## src/rtl/pipe_stage1.sv

```systemverilog
// pipe_stage1: JAM-1 stage 1, assembles opcode+operand bytes and issues them registered.
// Define PIPE1_INSTR_COUNT_EN to add the 16-bit InstrCount issue counter.
module pipe_stage1 #(
    parameter logic [7:0] NOP_OPCODE = 8'h00
) (
    input  logic        clk,
    input  logic        reset,
    input  logic [7:0]  Pipe0Out,
    input  logic        BusRequest,
    input  logic        Stall,
    input  logic        Flush,
    output logic [7:0]  Pipe1Out,
    output logic [15:0] Pipe1Imm,
    output logic        Pipe1Valid,
    output logic        OperandPending
`ifdef PIPE1_INSTR_COUNT_EN
    ,
    output logic [15:0] InstrCount
`endif
);
    typedef enum logic [1:0] {S_OPCODE, S_IMM_LO, S_IMM_HI} state_t;
    state_t state, state_n;
    logic [7:0] opc, opc_n, lo, lo_n, iss_op, out_n;
    logic [15:0] iss_imm, imm_n;
    logic issue, accept, valid_n;
    assign OperandPending = state != S_OPCODE;
    always_comb begin
        accept = !Flush && !Stall && !BusRequest;
        state_n = state;
        opc_n = opc;
        lo_n = lo;
        issue = 1'b0;
        iss_op = opc;
        iss_imm = '0;
        if (Flush)
            state_n = S_OPCODE;
        else if (accept)
            case (state)
                S_OPCODE: begin
                    opc_n = Pipe0Out;
                    iss_op = Pipe0Out;
                    issue = !Pipe0Out[7];
                    state_n = Pipe0Out[7] ? S_IMM_LO : S_OPCODE;
                end
                S_IMM_LO: begin
                    // opc[7] is known set here, so opc[6] selects 1 vs 2 operands
                    lo_n = Pipe0Out;
                    issue = !opc[6];
                    iss_imm = {8'h00, Pipe0Out};
                    state_n = opc[6] ? S_IMM_HI : S_OPCODE;
                end
                S_IMM_HI: begin
                    issue = 1'b1;
                    iss_imm = {Pipe0Out, lo};
                    state_n = S_OPCODE;
                end
                default: state_n = S_OPCODE;
            endcase
        out_n = Flush ? NOP_OPCODE : Stall ? Pipe1Out : issue ? iss_op : NOP_OPCODE;
        imm_n = Flush ? 16'h0 : Stall ? Pipe1Imm : issue ? iss_imm : 16'h0;
        valid_n = Flush ? 1'b0 : Stall ? Pipe1Valid : issue;
    end
    always_ff @(posedge clk) begin
        if (reset) begin
            state <= S_OPCODE;
            opc <= '0;
            lo <= '0;
            Pipe1Out <= NOP_OPCODE;
            Pipe1Imm <= '0;
            Pipe1Valid <= 1'b0;
        end else begin
            state <= state_n;
            opc <= opc_n;
            lo <= lo_n;
            Pipe1Out <= out_n;
            Pipe1Imm <= imm_n;
            Pipe1Valid <= valid_n;
        end
    end
`ifdef PIPE1_INSTR_COUNT_EN
    always_ff @(posedge clk) begin
        if (reset)
            InstrCount <= '0;
        else if (issue)
            InstrCount <= InstrCount + 16'd1;
    end
`endif
endmodule

```

## config.mk

```make
export PLATFORM = sky130hd
export DESIGN_NAME = pipe_stage1
export DESIGN_NICKNAME = d
export VERILOG_FILES = /design/src/rtl/pipe_stage1.sv
export SDC_FILE = /design/constraint.sdc
export NUM_CORES = 1
export LEC_CHECK = 0
export BUFFER_PORTS_ARGS = -buffer_cell sky130_fd_sc_hd__buf_2
export CORE_ASPECT_RATIO = 1.25
export CORE_MARGIN = 2
export CORE_UTILIZATION = 57
export DETAILED_ROUTE_END_ITERATION = 16
export PLACE_DENSITY_LB_ADDON = 0.05
export RECOVER_POWER = 50
export SYNTH_ARGS = -nofsm -noshare
export SYNTH_HDL_FRONTEND = slang
export SYNTH_SLANG_ARGS = --single-unit
```

## constraint.sdc

```tcl
create_clock -name clk -period 3.8 [get_ports clk]
set_input_delay 0.38 -clock clk [delete_from_list [all_inputs] [get_ports clk]]
set_output_delay 0.38 -clock clk [all_outputs]
set_load 0.03 [all_outputs]
```

## After elaboration in Yosys (flattened, before gate mapping)

Index checks and enable logic that the tools add are counted.

| word-level totals | value |
|---|---|
| output and inout port bits | 26 |
| register bits | 43 |

| cells by class | value |
|---|---|
| muxes and demuxes | 12 |
| equal/unequal tests | 2 |
| bitwise gates (word level) | 1 |
| reductions and logical operators | 11 |

Operators with widths:

| cell | number |
|---|---|
| 16-bit 2-to-1 mux | 2 |
| 16-bit one-hot mux with 2 select lines | 1 |
| 8-bit 2-to-1 mux | 3 |
| 1-bit logical NOT | 5 |
| 2-bit one-hot mux with 2 select lines | 1 |
| 1-bit 2-to-1 mux | 3 |
| 1-bit one-hot mux with 3 select lines | 1 |
| 3-bit AND reduction | 1 |
| 2-bit by 1-bit equality test with 1-bit output (second input constant) | 1 |
| 2-bit equality test (second input constant) | 1 |
| 1-bit logical AND | 2 |
| 2-bit logical NOT | 1 |
| 2-bit 2-to-1 mux | 1 |
| 2-bit nonzero test | 1 |
| 2-bit OR reduction | 1 |
| 1-bit inverter | 1 |

## Logic depth before layout (Yosys ltp)

Gate-level depths: netlist (run 1).

| depth | value |
|---|---|
| depth in word-level cells | 6 |
| mapped depth | 6 |

## Worst setup path before layout (run 1)

Ideal clock, no wire load.

| path | value |
|---|---|
| path kind | flip-flop to flip-flop |
| start | register state[0] |
| end | register Pipe1Imm[1] |
| setup slack | 2,170 ps |
| arrival time | 1,491 ps |
| period minus slack after synthesis | 1,630 ps |
| required time | 3,661 ps |
| cell stages (with the launch flop) | 6 |
| path buffers | 1 |
| library setup time | 139 ps |
| path through | dfxtp_1 -> inv_1 -> ha_1 -> buf_1 -> o31ai_4 -> o31ai_2 |

| on the way | value |
|---|---|
| word-level cells in the longest chain between the ends | 5 |
| elaborated cells between the ends (all ways) | 9 |
| those cells by class | eq/ne: 2; mux: 6; reduce/logical: 1 |

Ends and longest elaborated chain:

| item | RTL line | text |
|---|---|---|
| start, declared | 22 | `state_t state, state_n;` |
| start signal, assigned | 72 | `state <= state_n;` |
| 2-bit equality test (tied with other cells) | 38 | `case (state)` |
| 1-bit one-hot mux with 3 select lines | 38 |  |
| 1-bit 2-to-1 mux | 37 | `else if (accept)` |
| 1-bit 2-to-1 mux | 35 | `if (Flush)` |
| 16-bit 2-to-1 mux (*) | 60 | `imm_n = Flush ? 16'h0 : Stall ? Pipe1Imm : issue ? iss_imm : 16'h0;` |
| end signal, assigned | 76 | `Pipe1Imm <= imm_n;` |
| end, declared | 13 | `output logic [15:0] Pipe1Imm,` |

Every way passes the cells marked *; elsewhere a longest branch is shown, timed or not.
A chain may end at the register's enable or synchronous reset.

## Worst setup path after layout (run 1)

| path | value |
|---|---|
| start | register state[0] |
| end | register Pipe1Out[0] |

| on the way | value |
|---|---|
| word-level cells in the longest chain between the ends | 5 |
| elaborated cells between the ends (all ways) | 9 |
| those cells by class | eq/ne: 2; mux: 6; reduce/logical: 1 |

Ends and longest elaborated chain:

| item | RTL line | text |
|---|---|---|
| 2-bit equality test (tied with other cells) | 38 |  |
| 1-bit one-hot mux with 3 select lines | 38 |  |
| 1-bit 2-to-1 mux | 37 |  |
| 1-bit 2-to-1 mux | 35 |  |
| 8-bit 2-to-1 mux (*) | 59 | `out_n = Flush ? NOP_OPCODE : Stall ? Pipe1Out : issue ? iss_op : NOP_OPCODE;` |
| end signal, assigned | 75 | `Pipe1Out <= out_n;` |
| end, declared | 12 | `output logic [7:0] Pipe1Out,` |

Marks and branches as above.

==> run_results.csv, run 1 <==
group,metric,value,unit
sta,post-route-period-util,0.592,
sta,tightest_slew,1300,ps
clocking,cts-root-buf,"clkbuf_4",
setup_path,crit_required,4030,ps
sta,slew_headroom,0.134,
clocking,insertion_delay,350,ps
global_routing,grt_pass1_wl,6400,um
sta,setup_violations,0,
synthesis,yosys_register_bits,43,
setup_path,critPathLaunchType,"flop",
sta,drv_slew,0,
global_routing,grt.total_usage,0.249,
floorplan,num_rows,22,
cells_and_area,utilization,0.673,
synthesis,yosys_warnings,0,
cells_and_area,nFillCells,271,
pwr,p_leak,0.656,nW
place,routabilityCongestion,0.817,
place,portBuffers,38,
setup_path,crit_type,"flop to flop",
global_routing,grt_max_degree,21,
synthesis,ys.flop_type,"dfxtp_1",
floorplan,initial_core_util,0.604,
sta,rsz0062_at_grt,"no",
clocking,cts.path.max_buffers,2,
sta,fin_worst_skew,5.75,ps
clocking,clkSinkCount,43,
place,dp_hpwl,2810,um
global_routing,grt_pass1_vias,1346,
clocking,numCtsBuffers,5,
synthesis,synth.area.top_cells,"dfxtp_1 (48%), nand2_1 (7.2%), o31ai_2 (4.9%), mux2i_1 (4.5%), a32oi_1 (3.9%)",
place,dpl-instance-area,1950,sq um
floorplan,die_y,66.5,um
synthesis,synth-async-reset-ratio,0,
synthesis,yosys.area.top_type,"dfxtp_1",
route,vias,1417,
synthesis,synth_cell_types,30,
clocking,cts_tree,"yes",
route,drtPass1Iterations,4,
floorplan,ios,39,
cells_and_area,final_nets,232,
clocking,cts_hold_buf,0,
route,avgViaCountPerCell,5.62,
setup_path,crit_path_max_fanout,9,
synthesis,synth_area,1780,sq um
synthesis,avgSynthCellArea,9.78,sq um
hold_path,hp-class,"primary input to flop",
sta,setup-tns-final,0,ps
clocking,cts_setup_buffers,0,
cells_and_area,areaGrowthSynthToFinish,11.5,%
clocking,h-tree-depth,2,
setup_path,cp_data_arrival_time,2480,ps
floorplan,die_w,54.0,um
setup_path,crit_path_end_kind,"flop",
route,wl_per_cell,15.0,um
synthesis,ys_seq_area_frac,0.484,
pwr,p_per_area,380,nW/um^2
synthesis,yosysTopAreaCellShare,0.484,
route,ant_nets,0,
cells_and_area,drive_gt1_frac,0.167,
route,wl,3770,um
route,drt_iter0_drc,24,
sta,hold_viol_final,0,
sta,timing.fmax,444,MHz
synthesis,synthesis.nets,199,
synthesis,synth_edf_count,0,
pwr,ir_drop,308,uV
run_status,outcome,"complete, no violations",
floorplan,dieArea,3590,sq um
synthesis,synthCells,182,
global_routing,grt_overflow_total,0,
cells_and_area,design_area,1980,sq um
sta,min_period,2250,ps
global_routing,antenna_found_initial,0,
floorplan,core,2950,sq um
run,cap_violations,0,
cells_and_area,antennaDiodeCount,0,
clocking,cts_resized,0,
route,drc,0,
clocking,cts.clk_slew.worst_paths,120,ps
==> where the power goes <==
| group | internal [mW] | switching, mW |
|---|---|---|
| logic | 0.0136 | 0.0319 |
| clock network | 0.109 | 0.143 |
| registers | 0.454 | 0.00146 |
| total | 0.577 | 0.177 |
==> routing by layer <==
layer,wire length [um],track usage,up-vias
met1,1600,0.301,672
met3,143,0.0673,7
li1,-,-,707
met2,1960,0.415,31
met5,0,0,-
met4,61,0.0875,0
==> logic make-up (layout without fill, tap and decap cells) <==
kind of cell	count (synthesis)	in the layout	synth area share
AND/OR/NAND/NOR	65	65	0.178
AO/OA/AOI/OAI	46	46	0.215
flip-flops	43	43	0.484
buffers and inverters	16	50	0.0499
multiplexers	8	8	0.0450
adder cells (fa/ha/maj)	4	4	0.0281
==> flip-flops by register name, indices dropped and copies added (netlist names) <==
name / cells
Pipe1Imm: 16
Pipe1Out: 8
lo: 8
opc: 8
state: 2
Pipe1Valid: 1
==> Yosys cell counts (2+ instances only) <==
cell type / number
buf_1: 2
mux2i_1: 8
o31ai_4: 2
a32oi_1: 8
ha_1: 4
inv_1: 4
a22oi_1: 9
nor2_1: 18
nand2_1: 34
o21ai_0: 8
dfxtp_1: 43
buf_6: 3
a21oi_1: 10
clkbuf_1: 4
buf_2: 2
o31ai_2: 7
nor2b_1: 3
==> layout make-up <==
class	count	area (sq um)	share of cell area
sequential	43	861	0.434
multi-input combinational	123	836	0.421
timing repair buffer	38	158	0.0795
clock buffer	8	68.8	0.0347
tap	36	45.0	0.0227
inverter	4	15.0	0.00757
==> worst max-delay path: stages, from the launching register on <==
cell and delay [ps]:
dfxtp_1 370, inv_1 100, ha_1 190, nor4b_2 1030, mux2i_1 340, o21ai_0 110
==> worst paths after layout <==
kind | start | to | slack [ps] | cells past startpoint
hold / removal | Pipe0Out[2] | lo[2] | 290 | 3
setup / recovery | state[0] | Pipe1Out[0] | 1550 | 5
hold reg to reg | lo[2] | lo[2] | 470 | 2
setup reg to reg | state[0] | Pipe1Out[0] | 1550 | 5
==> cell usage in the layout (no fill, tap or decap), drive strengths merged, types with 8 or more instances in the layout <==
master / instances
o31ai: 9
nand2: 34
a22oi: 9
o21ai: 8
clkbuf: 34
dfxtp: 43
a32oi: 8
a21oi: 10
buf: 12
mux2i: 8
nor2: 18
==> per-stage QoR <==
| stage | setup slack (ps) | instances | hold slack (ps) | power (mW) |
|---|---|---|---|---|
| after global placement | 1610 | 244 | 432 | 0.509 |
| after floorplan | 2170 | 182 | 436 | 0.494 |
| final | 1550 | 252 | 293 | 0.754 |
| after detailed placement | 1470 | 244 | 440 | 0.512 |
| after CTS | 1510 | 252 | 281 | 0.756 |
| after global routing | 1340 | 252 | 275 | 0.777 |
No activity file was read; power rests on OpenSTA's default activity.
==> run 2, diff against run 1 <==
CORE_UTILIZATION = 53   (was 57)
clock period = 2.36 ns   (was 3.8 ns; I/O delays follow)
==> run 2 against run 1 <==
Compared with the run above: via count is 3.3% higher; count of clock-buffer cells in the layout is 2 lower; sequential power grew 61%; wire length up 5.3%; critical path depth up 1; die area up 7.0%; combinational power rose by 65%; sequential cell count unchanged.
==> run_results.csv, run 2 (same netlist as run 1, synthesis figures left out) <==
group,metric,value,unit
sta,hold_viol_final,0,
setup_path,worstRegToRegCells,6,
place,dp_hpwl,2940,um
global_routing,grt_overflow_total,0,
place,place_ws,485,ps
route,drt_iter0_drc,80,
global_routing,grt_pass1_vias,1426,
cells_and_area,areaGrowthSynthToFinish,13.6,%
clocking,cts_setup_buffers,0,
cells_and_area,final_nets,236,
pwr,sw_frac_of_total,0.233,
global_routing,grt.total_usage,0.225,
sta,rsz0062_at_grt,"no",
pwr,ir_drop,433,uV
route,drc,0,
run,cap_violations,0,
cells_and_area,nFillCells,294,
route,ant_nets,0,
sta,timing.fmax,502,MHz
cells_and_area,drive_gt1_frac,0.173,
pwr,total_power,1.25,mW
setup_path,timing.rr.end,"Pipe1Out[1]",
setup_path,setup.worst_path.start,"state[1]",
setup_path,crit_path_end_kind,"flop",
hold_path,worst_hold_path.num_cells,3,
route,avgViaCountPerCell,5.70,
global_routing,grt_pass1_wl,6640,um
route,drtPass1Iterations,4,
pwr,p_int,0.960,mW
sta,fin_ws,366,ps
clocking,cts.clk_slew.worst_paths,80,ps
pwr,p_per_area,619,nW/um^2
clocking,numCtsBuffers,5,
sta,setup_violations,0,
sta,post-route-period-util,0.845,
pwr,comb_power_share,0.060,
setup_path,cp_data_arrival_time,2140,ps
floorplan,initial_core_util,0.552,
cells_and_area,seqCellArea,861,sq um
setup_path,r2r_slack,370,ps
hold_path,hp-class,"primary input to flop",
sta,setup-tns-final,0,ps
clocking,cts-root-buf,"clkbuf_8",
sta,drv_slew,0,
floorplan,core,3220,sq um
run_status,outcome,"complete, no violations",
pwr,switchingPower,0.291,mW
global_routing,grt_max_degree,21,
clocking,cts_resized,0,
setup_path,r2r_start,"state[1]",
floorplan,die_y,68.8,um
hold_path,holdPathEnd,"lo[5]",
setup_path,critPathLaunchType,"flop",
cells_and_area,final_common_cell,"dfxtp_1",
clocking,cts_tree,"yes",
cells_and_area,antennaDiodeCount,0,
route,vias,1464,
pwr,pwr-share-clk,0.354,
setup_path,crit_path_max_fanout,9,
setup_path,crit_type,"flop to flop",
clocking,cts_hold_buf,0,
pwr,p_leak,0.673,nW
route,wl,3970,um
cells_and_area,final_cell_mix,"dfxtp_1 (43), nand2_1 (34), clkbuf_1 (28), nor2_1 (18), buf_2 (12)",
route,wl_per_cell,15.4,um
sta,tightest_slew,696,ps
cells_and_area,largest_register_ffs,16,
place,portBuffers,38,
setup_path,crit_required,2510,ps
clocking,insertion_delay,280,ps
floorplan,die_w,55.8,um
cells_and_area,largest-register,"Pipe1Imm",
floorplan,dieArea,3840,sq um
sta,fin_worst_skew,4.65,ps
clocking,h-tree-depth,2,
global_routing,antenna_found_initial,0,
clocking,clkSinkCount,43,
sta,min_period,1990,ps
pwr,seq_power_share,0.586,
floorplan,ios,39,
cells_and_area,multi_input_area,830,sq um
hold_path,hp-start,"Pipe0Out[5]",
floorplan,num_rows,23,
place,routabilityCongestion,0.795,
clocking,cts.path.max_buffers,2,
sta,slew_headroom,0.535,
## run 2: worst max path at each step
stage	cells after the start	to
after detailed placement	5	Pipe1Out[5]
final	6	Pipe1Out[1]
after floorplan	5	Pipe1Imm[1]
after global placement	5	Pipe1Out[7]
after CTS	5	Pipe1Out[5]
after global routing	6	Pipe1Out[0]
## run 2: final cells by class
class                      count  share of cell area
sequential                    43               0.426
inverter                       4             0.00743
timing repair buffer          42              0.0910
clock buffer                   6              0.0359
clock inverter                 2             0.00619
multi-input combinational    123               0.411
tap                           37              0.0229
## run 2: worst max-delay path, cell delays in order, from the launching register on
cell,delay [ps]
dfxtp_1,350
inv_1,100
ha_1,190
nor4b_1,240
clkbuf_1,560
mux2i_1,290
o21ai_0,120
## run 2: metal layers
layer | global-route usage | vias to the layer above | wire, um
met3 | 0.0597 | 2 | 219
met4 | 0.0774 | 0 | 24
met2 | 0.415 | 44 | 2020
li1 | - | 716 | -
met5 | 0 | - | 0
met1 | 0.257 | 702 | 1710
## run 2: metrics by stage
step / instance area [sq um] / hold slack (ps) / utilization / std cells
6_report: 2020 / 236 / 0.627 / 257
5_1_grt: 2020 / 226 / 0.627 / 257
4_1_cts: 2060 / 223 / 0.640 / 257
3_5_place_dp: 1980 / 438 / 0.614 / 249
3_3_place_gp: 1980 / 433 / 0.614 / 249
2_1_floorplan: 1780 / 372 / - / 182
## run 2: power by group through the flow
stage          clock (mW)  combinational (mW)  sequential, mW
2_1_floorplan           0              0.0449           0.751
3_3_place_gp            0              0.0753           0.750
3_5_place_dp            0              0.0766           0.750
4_1_cts             0.452              0.0767           0.733
5_1_grt             0.487              0.0817           0.734
6_report            0.443              0.0753           0.733
==> run 3, diff against run 2 <==
clock period = 2.1 ns   (was 2.36 ns; I/O delays follow)
==> run 3 against run 2 <==
Compared with the run above: via count rose by 0.75%; maximum frequency rose by 7.9%; worst hold slack got worse by 48 ps; sequential cell count did not move.
==> run_results.csv, run 3 (same netlist as run 1, synthesis figures left out) <==
group,metric,value,unit
place,portBuffers,38,
clocking,cts-root-buf,"clkbuf_8",
clocking,insertion_delay,300,ps
route,met3_length,173,um
sta,setup_violations,0,
floorplan,die_w,55.8,um
cells_and_area,utilization,0.633,
route,met2_length,2250,um
setup_path,cp_data_arrival_time,2000,ps
sta,drv_slew,0,
setup_path,max_stage_delay,520,ps
route,vias,1475,
floorplan,dieArea,3840,sq um
setup_path,crit_path_max_fanout,12,
pwr,ir_drop,666,uV
sta,fin_worst_skew,3.62,ps
clocking,h-tree-depth,2,
cells_and_area,design_area,2040,sq um
route,avgViaCountPerCell,5.69,
floorplan,num_rows,23,
pwr,p_per_area,695,nW/um^2
pwr,total_power,1.42,mW
clocking,cts_resized,0,
sta,hold_viol_final,0,
global_routing,grt.total_usage,0.230,
cells_and_area,drive_gt1_frac,0.185,
route,drtPass1Iterations,5,
cells_and_area,multi_input_area,830,sq um
route,ant_nets,0,
sta,post-route-period-util,0.880,
place,place_ws,305,ps
setup_path,cp_num_cells,5,
setup_path,crit_family,"compound AO/OA/AOI/OAI gates",
sta,slew_headroom,0.606,
clocking,numCtsBuffers,5,
global_routing,grt_pass1_wl,6620,um
floorplan,initial_core_util,0.552,
clocking,cts_setup_buffers,0,
route,wl_met1,1640,um
setup_path,crit_type,"flop to flop",
run_status,outcome,"complete, no violations",
cells_and_area,seqCellArea,861,sq um
cells_and_area,largest-register,"Pipe1Imm",
place,place_inst,251,
clocking,cts_tree,"yes",
setup_path,crit_path_end_kind,"flop",
cells_and_area,areaGrowthSynthToFinish,14.6,%
cells_and_area,final_common_cell,"dfxtp_1",
cells_and_area,final_cell_mix,"dfxtp_1 (43), nand2_1 (34), clkbuf_1 (27), nor2_1 (18), buf_2 (12)",
sta,rsz0062_at_grt,"no",
cells_and_area,final_nets,238,
sta,timing.fmax,541,MHz
cells_and_area,nFillCells,285,
sta,fin_ws,252,ps
route,highest_layer,"met4",
sta,setup-tns-final,0,ps
global_routing,antenna_found_initial,0,
route,wl_per_cell,15.9,um
setup_path,worstRegToRegCells,5,
place,routabilityCongestion,0.813,
global_routing,grt_pass1_vias,1414,
setup_path,crit_slowest_cell,"o311ai_2",
setup_path,cp.buffers_inverters,1,
route,drt_iter0_drc,29,
place,dp_hpwl,3010,um
route,wl,4130,um
setup_path,crit_required,2260,ps
sta,tightest_slew,591,ps
setup_path,critPathLaunchType,"flop",
global_routing,grt_max_degree,20,
route,drc,0,
run,cap_violations,0,
floorplan,core,3220,sq um
clocking,cts.path.max_buffers,2,
place,dpl-instance-area,1990,sq um
cells_and_area,final_cell_count_no_fill,259,
hold_path,worst_hold_path.num_cells,3,
clocking,clkSinkCount,43,
global_routing,grt_overflow_total,0,
cells_and_area,antennaDiodeCount,0,
clocking,cts.clk_slew.worst_paths,80,ps
sta,min_period,1850,ps
floorplan,ios,39,
clocking,cts_hold_buf,0,
floorplan,die_y,68.8,um
setup_path,crit_chain,"inv_1 > ha_1 > nor2b_1 > o311ai_2 > o21ai_0",
cells_and_area,largest_register_ffs,16,
hold_path,hp-class,"primary input to flop",
pwr,p_leak,0.687,nW
sta,whs,188,ps
## run 3: where the power goes
group	internal (mW)	switching (mW)	leakage, nW	total, mW
logic	0.0271	0.0606	0.299	0.0877
clock network	0.232	0.275	0.0412	0.507
registers	0.821	0.00265	0.347	0.824
total	1.08	0.338	0.687	1.42
## run 3: worst paths after layout
path                from           to  slack, ps
max             state[1]  Pipe1Out[3]        250
max reg2reg     state[1]  Pipe1Out[3]        250
min          Pipe0Out[5]        lo[5]        190
min reg2reg        lo[1]        lo[1]        460
## run 3: layout make-up
type                       instances  area share
clock buffer                       6      0.0356
multi-input combinational        123       0.407
sequential                        43       0.422
inverter                           4     0.00736
tap                               37      0.0227
clock inverter                     2     0.00613
timing repair buffer              44      0.0994
## run 3: worst register-to-register path: stages, from the launching register on
cell      delay, ps
dfxtp_1         370
inv_1            70
ha_1            310
nor2b_1         250
o311ai_2        520
o21ai_0         180
## run 3: layer usage
layer | up-vias | global-route usage
met4 | 0 | 0.128
li1 | 717 | -
met5 | - | 0
met2 | 47 | 0.432
met3 | 6 | 0.0429
met1 | 705 | 0.248
